--- src/rtl/seg7_scan_pkg.sv ---
// seg7_scan_pkg: shared constants for the six-digit multiplexed seven-segment scanner
package seg7_scan_pkg;
  localparam int NUM_DIGITS = 6;
  localparam int COLON_A = 1;
  localparam int COLON_B = 3;
  // Active-low {g,f,e,d,c,b,a}; element 9 is listed first.
  localparam logic [9:0][6:0] SEG_DIGITS = {7'h10, 7'h00, 7'h78, 7'h02, 7'h12,
                                            7'h19, 7'h30, 7'h24, 7'h79, 7'h40};
  localparam logic [6:0] SEG_DASH = 7'b0111111;
  localparam logic [6:0] SEG_BLANK = 7'b1111111;
endpackage

--- src/rtl/seg7_decode.sv ---
// seg7_decode: BCD nibble to active-low segment pattern, non-decimal codes render a dash
module seg7_decode
  import seg7_scan_pkg::*;
(
  input  logic [3:0] nib,
  output logic [6:0] seg
);
  always_comb seg = nib < 4'd10 ? SEG_DIGITS[nib] : SEG_DASH;
endmodule

--- src/rtl/seg7_scan.sv ---
// seg7_scan: six-digit HH:MM:SS multiplexed display scanner with guard band and colon.
// Define SEG7_SCAN_BLINK_EN to enable per-digit blinking via blink_mask.
module seg7_scan
  import seg7_scan_pkg::*;
#(
  parameter int SCAN_DIV  = 50000,
  parameter int GUARD_CYC = 4,
  parameter int BLINK_DIV = 32
) (
  input  logic        clk,
  input  logic        rst_n,
  input  logic        en,
  input  logic        load,
  input  logic [23:0] bcd_in,
  input  logic [5:0]  blink_mask,
  output logic [5:0]  an,
  output logic [6:0]  seg,
  output logic        dp
);
  localparam int PW = SCAN_DIV > 1 ? $clog2(SCAN_DIV) : 1;
  logic [PW-1:0] pre;
  logic [2:0]    idx;
  logic [23:0]   shadow;
  logic [3:0]    nib;
  logic [6:0]    seg_d;
  logic          term, lit, colon, frame_end, blank;
  always_comb begin
    term      = pre == PW'(SCAN_DIV - 1);
    lit       = pre >= PW'(GUARD_CYC);
    colon     = idx == 3'(COLON_A) || idx == 3'(COLON_B);
    frame_end = term && idx == 3'(NUM_DIGITS - 1);
    nib       = shadow[23 - 4*idx -: 4];
  end
  seg7_decode u_dec (.nib(nib), .seg(seg_d));
`ifdef SEG7_SCAN_BLINK_EN
  localparam int BW = BLINK_DIV > 1 ? $clog2(BLINK_DIV) : 1;
  logic [BW-1:0] bcnt;
  logic          hidden;
  logic          bwrap;
  assign bwrap = bcnt == BW'(BLINK_DIV - 1);
  always_ff @(posedge clk or negedge rst_n)
    if (!rst_n) begin
      bcnt   <= '0;
      hidden <= 1'b0;
    end else if (!en) begin
      bcnt   <= '0;
      hidden <= 1'b0;
    end else if (frame_end) begin
      bcnt   <= bwrap ? '0 : bcnt + 1'b1;
      hidden <= bwrap ? !hidden : hidden;
    end
  assign blank = hidden & blink_mask[idx];
`else
  logic unused_mask;
  assign unused_mask = ^{blink_mask, frame_end};
  assign blank = 1'b0;
`endif
  // Outputs are registered from the same pre/idx so an, seg and dp never skew.
  always_ff @(posedge clk or negedge rst_n)
    if (!rst_n) begin
      shadow <= '0;
      pre    <= '0;
      idx    <= '0;
      an     <= '1;
      seg    <= '1;
      dp     <= 1'b1;
    end else begin
      if (load) shadow <= bcd_in;
      if (!en) begin
        pre <= '0;
        idx <= '0;
        an  <= '1;
        seg <= '1;
        dp  <= 1'b1;
      end else begin
        pre <= term ? '0 : pre + 1'b1;
        if (term) idx <= idx == 3'(NUM_DIGITS - 1) ? 3'd0 : idx + 3'd1;
        an  <= lit ? ~(6'b1 << idx) : '1;
        seg <= (!lit || blank) ? SEG_BLANK : seg_d;
        dp  <= !(lit && colon && !blank);
      end
    end
endmodule

--- config.mk ---
export PLATFORM = sky130hd
export DESIGN_NAME = seg7_scan
export DESIGN_NICKNAME = d
export VERILOG_FILES = /design/src/rtl/seg7_scan_pkg.sv /design/src/rtl/seg7_decode.sv /design/src/rtl/seg7_scan.sv
export SDC_FILE = /design/constraint.sdc
export NUM_CORES = 1
export LEC_CHECK = 0
export ABC_AREA = 1
export CORE_MARGIN = 4
export CORE_UTILIZATION = 57
export DETAILED_ROUTE_END_ITERATION = 8
export GPL_TIMING_DRIVEN = 0
export PLACE_DENSITY = 0.85
export SKIP_LAST_GASP = 1
export SYNTH_ARGS = -nofsm -noshare
export SYNTH_HDL_FRONTEND = slang
export SYNTH_SLANG_ARGS = --single-unit
--- constraint.sdc ---
create_clock -name clk -period 3.6 [get_ports clk]
set_input_delay 0.36 -clock clk [delete_from_list [all_inputs] [get_ports clk]]
set_output_delay 0.36 -clock clk [all_outputs]
set_load 0.01 [all_outputs]
==> results of run 1 <==
==> synth_stat cells <==
cell type   n  area share (%)
a21oi_4     1            0.56
nand3_1    27             4.6
or3_1       1            0.22
o21ai_1     3            0.52
nand3_2     1            0.34
mux2_2     15             5.8
nor2_1     33             4.3
ha_1        9             3.9
inv_1      45             5.8
nor2_4      2            0.77
o22ai_1     1            0.22
xor2_1      4             1.2
buf_2       1            0.17
a31oi_1     2            0.43
nand2_2     7             1.5
dfstp_2    14              13
a21oi_1     3            0.52
clkbuf_1    3            0.39
nor2_2      1            0.22
nor2_8      1            0.69
buf_6       2            0.77
nand2_1    73             9.4
nor3_1      6             1.0
dfrtp_1    43              37
inv_4       2            0.43
o21ai_0    21             3.6
or2_0       1            0.22
nor3_4      2             1.1
inv_2       2            0.26
nand4_1     3            0.64
nand2_4     2            0.77
==> metrics by stage <==
| stage | hold WS, ns | utilization [%] | cell area [sq um] | setup slack [ns] | total power (uW) |
|---|---|---|---|---|---|
| detailed placement | 0.400 | 70.3 | 3410 | 1.57 | 860 |
| finish | 0.0286 | 73.7 | 3570 | 1.56 | 1350 |
| floorplan | 0.0644 | - | 2910 | 1.81 | 788 |
| global route | 0.0641 | 73.7 | 3570 | 1.33 | 1420 |
| CTS | 0.0373 | 73.7 | 3570 | 1.56 | 1360 |
| global placement | 0.470 | 70.0 | 3390 | 0.545 | 850 |
==> per-layer routing <==
| metal | part of all wire (%) | global-route usage (%) |
|---|---|---|
| met2 | 49 | 33.5 |
| met5 | 0 | 0 |
| met4 | 2.9 | 10.1 |
| met3 | 5.7 | 5.19 |
| met1 | 42 | 24.1 |
==> logic make-up (layout without fill, tap and decap cells) <==
family | after synthesis | count (layout) | synth area share, %
DFF | 57 | 57 | 49.6
buffers and inverters | 55 | 112 | 7.82
AOI/OAI and AO/OA | 31 | 31 | 5.85
and+or+nand+nor | 160 | 160 | 25.8
adders and majority gates | 9 | 9 | 3.87
muxes | 15 | 15 | 5.80
xor gates and xnor gates | 4 | 4 | 1.20
==> final cells by class <==
| cell class | instances | area, sq um |
|---|---|---|
| sequential | 57 | 1440 |
| fill | 373 | 1270 |
| multi-input combinational | 219 | 1240 |
| timing repair buffer | 41 | 415 |
| inverter | 49 | 189 |
| clock buffer | 12 | 145 |
| tap | 67 | 83.8 |
| buffer | 6 | 38.8 |
| clock inverter | 4 | 20.0 |
==> how the worst max path moves through the flow <==
stage | end | slack, ns | cells past startpoint
after floorplan | seg[1] | 1.81 | 9
after global routing | seg[3] | 1.33 | 12
final | seg[5] | 1.56 | 12
after CTS | seg[5] | 1.56 | 12
after global placement | shadow[22] | 0.55 | 1
after detailed placement | seg[5] | 1.57 | 12
==> sequential cells by signal (all words and copies together) (netlist names) <==
signal	count
seg	7
an	6
shadow	24
dp	1
pre	16
idx	3
==> power by group <==
| group | leakage (uW) | switching [uW] | internal, uW | total, uW |
|---|---|---|---|---|
| Combinational | 0.000911 | 81.9 | 74.7 | 157 |
| Clock | 0.0000899 | 239 | 263 | 502 |
| Sequential | 0.000695 | 16.1 | 674 | 690 |
| Total | 0.00170 | 337 | 1010 | 1350 |
==> flow_summary.json, run 1 <==
{
  "reg2regPathDepth": 12,
  "die_area_sq_mm": 0.00631,
  "drt-pass1-iter-count": 4,
  "synth_nets": 374,
  "cp_top_family": "adder cells",
  "path_buf_inv": 4,
  "cp-end-kind": "flip-flop",
  "grt_pass1_wl_microns": 9720,
  "r2r_start": "idx[2]",
  "drc_errors": 0,
  "syn_area_per_cell_sq_um": 8.79,
  "cp_common_cell": "inv_1",
  "timing.rr.end": "seg[5]",
  "post_drt_wl_per_cell_microns": 12.4,
  "required_ns": 3.86,
  "postCtsSetupBuffers": 0,
  "synth_area_sq_mm": 0.00291,
  "final_cells": 455,
  "final_common_cell": "nand2_1",
  "status": "completed",
  "viasPerCell": 5.06,
  "max_freq_ghz": 0.490,
  "io_buffers": 40,
  "setup_tns_ns": 0,
  "final_antenna_net_count": 0,
  "numCtsBuffers": 9,
  "final_max_slew_viol_count": 0,
  "maxCapViolCount": 0,
  "routabilityCongestion": 0.914,
  "ctsResizeCount": 0,
  "clock-root-buffer": "clkbuf_8",
  "post-dp-hpwl_microns": 4350,
  "leakagePower_uw": 0.00170,
  "antennaDiodeCount": 0,
  "synth_warnings": 0,
  "drt-total-wl_microns": 5630,
  "post-place-cells": 439,
  "start_util_pct": 60.0,
  "dr.first_iter.drc_count": 131,
  "hold_violations": 0,
  "worstPathArrival_ns": 2.30,
  "path_clk_slew_ns": 0.06,
  "grt.total_usage_pct": 20.1,
  "fin_crit_ns": 2.04,
  "peakVddDrop_uv": 216,
  "antenna_found_initial": 0,
  "worstPathCellList": "ha_1 > inv_1 > o21ai_0 > o21ai_0 > inv_1 > nand2_1 > inv_1 > ha_1 > inv_1 > nand2_1 > nand3_1 > nand2_1",
  "cts_tree": "yes",
  "area_growth_pct": 22.8,
  "max_stage_delay_ns": 0.46,
  "clk_latency_ns": 0.34,
  "die_x_microns": 79.5,
  "rsz0062_at_grt": "false",
  "hold_path.class": "primary input to async pin",
  "ys_seq_area_share_pct": 49.6,
  "fin_nets": 426,
  "die_h_microns": 79.5,
  "critical_path_class": "flip-flop to flip-flop",
  "std_cell_rows": 25,
  "fin_skew_ns": 0.00511,
  "clock_path_buffers": 2,
  "cp_slowest_cell": "dfrtp_1",
  "vias": 2304,
  "r2r_slack_ns": 1.56,
  "cp_max_fo": 7,
  "synthCells": 331,
  "finalCritPeriodShare_pct": 56.6,
  "critPathLaunch": "idx[2]",
  "ctsHoldBuffers": 0,
  "final_cell_mix": "nand2_1, inv_1, dfrtp_1, clkdlybuf4s50_1, nor2_1",
  "cts_sinks": 57,
  "ys_types": 31,
  "setup_viol": 0,
  "pin_count": 48,
  "slew_headroom_pct": 60.0,
  "synth_seq_cells": 57,
  "pwr_density_cell_mw_per_mm2": 377,
  "coreArea_sq_mm": 0.00485,
  "grt_pass1_vias": 2228,
  "gr-total-overflow": 0,
  "htreeDepth": 3,
  "worstSetupStartpointType": "flip-flop",
  "drive_above_1_share_pct": 17.8,
  "timing_worst_slew_pin_value_ns": 0.600,
  "grt_max_degree": 32
}
Note: power is estimated with default switching activity, not from simulation.
==> run 2, diff against run 1 <==
--- a/config.mk
+++ b/config.mk
@@ -7,10 +7,10 @@
 export LEC_CHECK = 0
 export ABC_AREA = 1
 export CORE_MARGIN = 4
-export CORE_UTILIZATION = 57
+export CORE_UTILIZATION = 48
 export DETAILED_ROUTE_END_ITERATION = 8
 export GPL_TIMING_DRIVEN = 0
-export PLACE_DENSITY = 0.85
+export PLACE_DENSITY = 0.76
 export SKIP_LAST_GASP = 1
 export SYNTH_ARGS = -nofsm -noshare
 export SYNTH_HDL_FRONTEND = slang
==> constraint.sdc (replaced) <==
create_clock -name clk -period 1.7 [get_ports clk]
set_input_delay 0.17 -clock clk [delete_from_list [all_inputs] [get_ports clk]]
set_output_delay 0.17 -clock clk [all_outputs]
set_load 0.01 [all_outputs]
==> flow_summary.json, run 2 (synthesis results as in run 1) <==
{
  "area_growth_pct": 30.5,
  "die_x_microns": 85.9,
  "clock-root-buffer": "clkbuf_8",
  "gr-total-overflow": 0,
  "cp_max_fo": 8,
  "drc_errors": 0,
  "grt_pass1_wl_microns": 10300,
  "critical_path_class": "flip-flop to flip-flop",
  "worstPathArrival_ns": 2.03,
  "finalCritPeriodShare_pct": 102,
  "final_antenna_net_count": 0,
  "multi_input_area_sq_mm": 0.00134,
  "setup_tns_ns": -0.102,
  "fin_crit_ns": 1.74,
  "pwr_density_cell_mw_per_mm2": 769,
  "setup_viol": 6,
  "vias": 2378,
  "status": "complete, but fails checks",
  "start_util_pct": 49.4,
  "peakVddDrop_uv": 480,
  "hold_violations": 0,
  "clk_latency_ns": 0.34,
  "regMostFlops": "shadow",
  "hold_path.class": "primary input to flip-flop",
  "grt_pass1_vias": 2305,
  "worstSetupStartpointType": "flip-flop",
  "pin_count": 48,
  "final_max_slew_viol_count": 0,
  "cp-end-kind": "flip-flop",
  "grt.total_usage_pct": 18.0,
  "slew_headroom_pct": 64.6,
  "post-place-cells": 447,
  "final_cells": 474,
  "n_fill_cell": 495,
  "antennaDiodeCount": 0,
  "maxCapViolCount": 0,
  "grt_max_degree": 35,
  "post_drt_wl_per_cell_microns": 12.9,
  "fin_skew_ns": 0.00414,
  "final_common_cell": "nand2_1",
  "final_cell_mix": "nand2_1, dfrtp_1, clkdlybuf4s50_1, inv_1, nor2_1",
  "drt-pass1-iter-count": 4,
  "violations": "negative setup slack",
  "coreArea_sq_mm": 0.00589,
  "viasPerCell": 5.02,
  "htreeDepth": 3,
  "antenna_found_initial": 0,
  "largest_reg_flops": 24,
  "rsz0062_at_grt": "true",
  "die_h_microns": 85.9,
  "cts_sinks": 57,
  "reg_top3": "shadow x24, pre x16, seg x7",
  "dr.first_iter.drc_count": 130,
  "totalPowerFinal_uw": 2920,
  "cts_tree": "yes",
  "fin_ws_ns": -0.0419,
  "die_area_sq_mm": 0.00737,
  "std_cell_rows": 28,
  "drt-total-wl_microns": 6120,
  "routabilityCongestion": 0.832,
  "clock_path_buffers": 2,
  "fin_nets": 438,
  "io_buffers": 40,
  "numCtsBuffers": 9,
  "post-dp-hpwl_microns": 4370,
  "leakagePower_uw": 0.00178,
  "register_area_sq_mm": 0.00145,
  "max_freq_ghz": 0.574,
  "timing_worst_slew_pin_value_ns": 0.530,
  "path_clk_slew_ns": 0.06,
  "required_ns": 1.98,
  "drive_above_1_share_pct": 26.6
}
-- run 2: final cells by class --
| cell class | instances | share of cell area, % |
|---|---|---|
| clock inverter | 4 | 0.527 |
| multi-input combinational | 219 | 35.4 |
| tap | 75 | 2.47 |
| buffer | 6 | 1.02 |
| sequential | 57 | 38.1 |
| inverter | 49 | 5.17 |
| timing repair buffer | 53 | 13.7 |
| clock buffer | 11 | 3.72 |
-- run 2: through the flow --
stage / hold WS, ns / util, % / area (sq um) / setup slack, ns
after floorplan: -0.126 / - / 2920 / 0.00885
after global placement: 0.471 / 58.1 / 3420 / -1.41
after detailed placement: 0.179 / 58.3 / 3430 / -0.173
after CTS: 0.239 / 62.4 / 3670 / -0.0135
after global routing: 0.271 / 64.5 / 3800 / -0.122
final: 0.244 / 64.5 / 3800 / -0.0419
-- run 2: critical path: stages, from the launching register on --
cell and delay (ns):
dfrtp_1 0.39, buf_6 0.20, buf_6 0.12, nand2_4 0.05
o22ai_2 0.14, nor2_1 0.07, nand2_1 0.11, nand2_4 0.09
ha_1 0.28, nand2_1 0.09, nand3_2 0.08, nand2_2 0.07
-- run 2: timing repair --
action | in CTS | in global routing
gates resized for setup | 13 | 26
hold buffers | 1 | 0
pin swaps | 5 | 18
endpoints found under the hold margin | 9 | 0
endpoints found under the setup margin | 8 | 16
buffers inserted | 6 | 5
-- run 2: final timing paths --
path,cells past startpoint,from,slack (ns),endpoint
max in group asynchronous,3,rst_n,0.79,shadow[10]
min reg2reg,1,pre[0],0.50,pre[0]
max reg2reg,11,idx[1],-0.04,seg[3]
min,2,load,0.24,shadow[13]
max,11,idx[1],-0.04,seg[3]
min in group asynchronous,2,rst_n,0.35,pre[12]
-- run 2: metal layers --
layer	global-route usage [%]	vias up	share of wire [%]	routed length, microns
li1	-	1180	-	-
met1	22.5	1128	45	2750
met2	28.8	58	48	2950
met3	4.13	12	4.8	294
met4	9.50	0	2.1	131
met5	0	-	0	0
-- run 2: report_power, final --
| part | internal, uW | switching, uW |
|---|---|---|
| Clock | 549 | 528 |
| Sequential | 1430 | 33.0 |
| Combinational | 185 | 200 |
| Total | 2160 | 760 |
